<file path="config.mk">
export PLATFORM = sky130hd
export DESIGN_NAME = sv_arr_read_port
export DESIGN_NICKNAME = d
export VERILOG_FILES = /design/src/rtl/sv_arr_pkg.sv /design/src/rtl/sv_arr_rsp_fifo.sv /design/src/rtl/sv_arr_read_port.sv
export SDC_FILE = /design/constraint.sdc
export NUM_CORES = 1
export LEC_CHECK = 0
export CORE_MARGIN = 8
export CORE_UTILIZATION = 35
export DETAILED_ROUTE_END_ITERATION = 10
export GPL_TIMING_DRIVEN = 0
export PLACE_DENSITY_LB_ADDON = 0.08
export SLEW_MARGIN = 10
export SYNTH_ARGS = -nofsm -noshare
export SYNTH_HDL_FRONTEND = slang
export SYNTH_SLANG_ARGS = --single-unit
</file>
<file path="constraint.sdc">
create_clock -name clk -period 2.4 [get_ports clk]
set_clock_uncertainty 0.15 [all_clocks]
set_input_delay 0.48 -clock clk [delete_from_list [all_inputs] [get_ports clk]]
set_output_delay 0.48 -clock clk [all_outputs]
set_load 0.1 [all_outputs]
</file>
<file path="src/rtl/sv_arr_pkg.sv">
// Shared defaults and response type for the array read port.
// No logic, so latency and backpressure do not apply here.
// Consumers import this package for WIDTH/DEPTH/ADDR_W defaults.
package sv_arr_pkg;

    localparam int DEF_WIDTH  = 32;
    localparam int DEF_DEPTH  = 4;
    localparam int DEF_ADDR_W = 2;

    typedef struct packed {
        logic                 err;
        logic [DEF_WIDTH-1:0] data;
    } rsp_t;

endpackage

</file>
<file path="src/rtl/sv_arr_rsp_fifo.sv">
// Two-entry response FIFO with occupancy count.
// Latency: a push is visible at the head one cycle later.
// Backpressure: push is dropped only when full without a pop; callers gate on count.
module sv_arr_rsp_fifo
    import sv_arr_pkg::*;
#(
    parameter type T = rsp_t
) (
    input  logic       clk,
    input  logic       rst_n,
    input  logic       push_vld,
    input  T           push_dat,
    output logic       pop_vld,
    input  logic       pop_rdy,
    output T           pop_dat,
    output logic [1:0] count
);

    T     mem [2];
    logic wr_ptr;
    logic rd_ptr;
    logic pop;
    logic push;

    assign pop_vld = (count != 2'd0);
    assign pop_dat = mem[rd_ptr];
    assign pop     = pop_vld && pop_rdy;
    // A same-cycle pop frees the slot the push lands in.
    assign push    = push_vld && ((count != 2'd2) || pop);

    always_ff @(posedge clk or negedge rst_n) begin
        if (!rst_n) begin
            mem[0] <= '0;
            mem[1] <= '0;
            wr_ptr <= 1'b0;
            rd_ptr <= 1'b0;
            count  <= 2'd0;
        end else begin
            if (push) begin
                mem[wr_ptr] <= push_dat;
                wr_ptr      <= ~wr_ptr;
            end
            if (pop) begin
                rd_ptr <= ~rd_ptr;
            end
            case ({push, pop})
                2'b10:   count <= count + 2'd1;
                2'b01:   count <= count - 2'd1;
                default: count <= count;
            endcase
        end
    end

endmodule

</file>
<file path="src/rtl/sv_arr_read_port.sv">
// Small int array with an echoing write port and a valid/ready read port.
// Latency: response valid one cycle after request accept; writes forward to same-cycle reads.
// Backpressure: rd_req_ready drops only when the 2-entry response FIFO is full and not popping.
module sv_arr_read_port
    import sv_arr_pkg::*;
#(
    parameter int DEPTH  = DEF_DEPTH,
    parameter int WIDTH  = DEF_WIDTH,
    parameter int ADDR_W = DEF_ADDR_W
) (
    input  logic              clk,
    input  logic              rst_n,
    input  logic              wr_en,
    input  logic [ADDR_W-1:0] wr_addr,
    input  logic [WIDTH-1:0]  wr_data,
    output logic [WIDTH-1:0]  wr_echo,
    input  logic              rd_req_valid,
    output logic              rd_req_ready,
    input  logic [ADDR_W-1:0] rd_addr,
    output logic              rd_rsp_valid,
    input  logic              rd_rsp_ready,
    output logic [WIDTH-1:0]  rd_rsp_data,
    output logic              rd_rsp_err
);

    typedef struct packed {
        logic             err;
        logic [WIDTH-1:0] data;
    } rsp_w_t;

    localparam logic [ADDR_W:0] DEPTH_C = (ADDR_W+1)'(DEPTH);

    logic [WIDTH-1:0] mem [DEPTH];
    logic [WIDTH-1:0] rd_word;
    logic             wr_in_range;
    logic             rd_in_range;
    logic             fwd;
    logic [1:0]       fifo_cnt;
    rsp_w_t           rsp_new;
    rsp_w_t           rsp_head;

    assign wr_in_range  = ({1'b0, wr_addr} < DEPTH_C);
    assign rd_in_range  = ({1'b0, rd_addr} < DEPTH_C);
    assign fwd          = wr_en && wr_in_range && (wr_addr == rd_addr);
    assign rd_req_ready = (fifo_cnt != 2'd2) || rd_rsp_ready;

    always_ff @(posedge clk or negedge rst_n) begin
        if (!rst_n) begin
            for (int i = 0; i < DEPTH; i++) begin
                mem[i] <= '0;
            end
            wr_echo <= '0;
        end else if (wr_en && wr_in_range) begin
            for (int i = 0; i < DEPTH; i++) begin
                if (wr_addr == ADDR_W'(i)) begin
                    mem[i] <= wr_data;
                end
            end
            wr_echo <= wr_data;
        end
    end

    // Decoded select keeps addresses beyond DEPTH from indexing past the array.
    always_comb begin
        rd_word = '0;
        for (int i = 0; i < DEPTH; i++) begin
            if (rd_addr == ADDR_W'(i)) begin
                rd_word = mem[i];
            end
        end
        rsp_new      = '0;
        rsp_new.err  = !rd_in_range;
        if (rd_in_range) begin
            rsp_new.data = fwd ? wr_data : rd_word;
        end
    end

    sv_arr_rsp_fifo #(
        .T (rsp_w_t)
    ) u_rsp_fifo (
        .clk      (clk),
        .rst_n    (rst_n),
        .push_vld (rd_req_valid && rd_req_ready),
        .push_dat (rsp_new),
        .pop_vld  (rd_rsp_valid),
        .pop_rdy  (rd_rsp_ready),
        .pop_dat  (rsp_head),
        .count    (fifo_cnt)
    );

    assign rd_rsp_data = rsp_head.data;
    assign rd_rsp_err  = rsp_head.err;

endmodule
</file>
==> impl_metrics.csv <==
group,metric,value,unit
floorplanning,die_y,188,um
worst_setup_path,crit_arrival,1900,ps
global_route,grt_pass1_vias,8106,
timing,setup_tns,-757,ps
detailed_routing,first_pass_iters,5,
placed_design,place_hpwl,20.8,mm
floorplanning,start_util,0.353,
detailed_routing,via_per_inst,5.69,
min_path,hp-class,"in2async",
timing,drv_slew,0,
detailed_routing,drt-initial-drc-count,518,
final_layout,syn_to_final_growth,27.9,%
synthesis,synth-edff-count,0,
synthesis,synth_top_cell_by_area,"dfrtp_1",
synthesis,synth.avg_cell_area,13.9,um2
timing,max_freq,396,MHz
synthesis,synthTopCellsByArea,"dfrtp_1, mux2_2, a31oi_1, mux4_2, o31ai_1",
clocking,clk_latency,520,ps
synthesis,ys_seq_elements,228,
timing,hold_ws,294,ps
synthesis,async_flop_share,1.00,
synthesis,yosysWarnings,0,
run,timing.max_cap.violations,0,
clocking,cts_tree,"built",
detailed_routing,ant_nets,0,
outcome,status,"finished with violations",
pwr,p_per_area,1430,nW/um2
pwr,cellLeakagePower,5.40,nW
final_layout,drive_gt1_frac,0.397,
detailed_routing,remaining_drc_errors,0,
timing,hold_viol,0,
synthesis,synthFlopType,"dfrtp_1",
global_route,grtUsageTotal,0.177,
clocking,numCtsBuffers,27,
final_layout,fillers,2716,
global_route,grt_max_degree,112,
synthesis,yosysTopAreaCellShare,0.548,
floorplanning,rows,63,
final_layout,antenna_cells,0,
final_layout,final_nets,929,
placed_design,placed_area,12000,um2
worst_setup_path,end_kind,"output port",
timing,period_needed,2530,ps
synthesis,synthCells,748,
worst_setup_path,critPathLaunchType,"flip-flop",
floorplanning,coreArea,29500,um2
clocking,clkTransAtPathRegs,60,ps
floorplanning,die_x,188,um
global_route,grt-ovfl-total,0,
global_route,grt_pass1_wl,49.1,mm
worst_setup_path,r2r_cells,7,
detailed_routing,vias,7381,
timing,fin_ws,-125,ps
synthesis,syn-cell-area,10400,um2
placed_design,dp_cells,1241,
floorplanning,ios,108,
timing,relSlewSlack,0.355,
synthesis,synth_most_common_cell,"dfrtp_1",
worst_setup_path,cp_max_fo,7,
placed_design,place_congestion,0.796,
timing,rsz0062_at_grt,"true",
final_layout,stdcell_area,13300,um2
clocking,cts.sinks,228,
clocking,cts_max_level,1,
synthesis,ys_top_cells_by_count,"dfrtp_1, mux2_2, a31oi_1, clkbuf_1",
worst_setup_path,worstPathRequired,1770,ps
worst_setup_path,worstSetupPathType,"reg2out",
timing,finalSetupViolations,27,
detailed_routing,wl_per_cell,24.4,um
placed_design,port_buffers,101,
pwr,peakVddDrop,0.794,mV
detailed_routing,totalWireLength,31.6,mm
synthesis,yosysSeqAreaShare,0.548,
final_layout,final_core_utilization,0.451,
floorplanning,dieArea,35500,um2
timing,fin_crit_sh,1.05,
timing,worst_slew_pin_slew,971,ps
final_layout,fin_cells,1297,
clocking,cts_buffer_depth,3,
clocking,cts-root-buf,"clkbuf_16",
synthesis,ys_types,26,
synthesis,synth_fp_nets,790,
outcome,failed_checks,"negative setup slack",
global_route,grt_antenna_before_repair,2,
metrics by stage:
stage / total power [mW] / worst slack (ps)
2_1_floorplan: 11.5 / 37.0
3_3_place_gp: 13.5 / -8750
3_5_place_dp: 13.7 / -1260
4_1_cts: 19.1 / -162
5_1_grt: 19.8 / -162
6_report: 19.0 / -125
report_power, final:
group / total, mW / switching [mW] / leakage, nW / internal [mW]
Combinational: 9.34 / 6.00 / 2.28 / 3.35
Clock: 4.25 / 1.61 / 0.465 / 2.64
Sequential: 5.44 / 0.539 / 2.65 / 4.90
cells in the final DEF (no fill, tap or decap), drive strengths merged, types with 5 or more instances in the layout:
| master | netlist | final |
|---|---|---|
| nand4 | 32 | 32 |
| clkinv | 0 | 9 |
| o31ai | 32 | 32 |
| mux2 | 192 | 192 |
| mux4 | 32 | 32 |
| dlygate4sd2 | 0 | 8 |
| a31oi | 128 | 128 |
| buf | 37 | 80 |
| clkbuf | 43 | 79 |
| clkdlybuf4s15 | 0 | 24 |
| dfrtp | 228 | 228 |
| clkdlybuf4s50 | 0 | 34 |
| xnor2 | 5 | 5 |
area by class of cell:
class | count | area (um2) | area share
sequential | 228 | 5710 | 0.429
inverter | 2 | 7.51 | 0.000564
tap | 390 | 488 | 0.0367
clock inverter | 13 | 169 | 0.0127
clock buffer | 36 | 759 | 0.0571
timing repair buffer | 113 | 1370 | 0.103
buffer | 77 | 437 | 0.0328
multi-input combinational | 438 | 4370 | 0.329
worst max-delay path: stages, from the launching register on:
cell and delay, ps:
dfrtp_2 430, buf_12 160, clkbuf_16 160, buf_6 120, mux2_4 320, buf_12 170
flip-flops by register name (all words and copies together), names as in the netlist:
name and count:
u_rsp_fifo.wr_ptr 1, u_rsp_fifo.count 2, wr_echo 32, mem 128, u_rsp_fifo.rd_ptr 1, u_rsp_fifo.mem 64
routing by layer:
metal	track usage	part of all wire
met5	0	0.00085
met4	0.0427	0.017
met3	0.0333	0.068
met2	0.286	0.48
met1	0.242	0.43
final timing paths:
| kind | startpoint | endpoint | slack (ps) |
|---|---|---|---|
| min in group clk | wr_addr[1] | mem[114]$_DFFE_PN0P_ | 320 |
| setup reg to reg | u_rsp_fifo.count[0]$_DFFE_PN0P_ | u_rsp_fifo.count[1]$_DFFE_PN0P_ | 320 |
| hold reg to reg | u_rsp_fifo.count[1]$_DFFE_PN0P_ | u_rsp_fifo.count[1]$_DFFE_PN0P_ | 340 |
| setup / recovery | u_rsp_fifo.rd_ptr$_DFFE_PN0P_ | rd_rsp_data[10] | -130 |
| hold / removal | rst_n | wr_echo[6]$_DFFE_PN0P_ | 290 |
| max in group asynchronous | rst_n | mem[114]$_DFFE_PN0P_ | 540 |
cell families after synthesis:
group | synth area share
multiplexers | 0.277
XOR/XNOR | 0.00758
AO/OA/AOI/OAI | 0.100
AND/OR/NAND/NOR | 0.0266
buffers and inverters | 0.0387
flip-flops | 0.548
adder cells (fa/ha/maj) | 0.00120
other | 0.000360
repair_timing:
| action | 4_1_cts | 5_1_grt |
|---|---|---|
| setup buffers | 5 | 2 |
| cloned | 2 | 0 |
| endpoints found under the hold margin | 46 | 0 |
| resized for setup | 332 | 30 |
| pin swaps | 0 | 1 |
| setup endpoints to repair | 66 | 48 |
| hold buffers | 1 | 0 |
(Power assumes the default switching activity.)
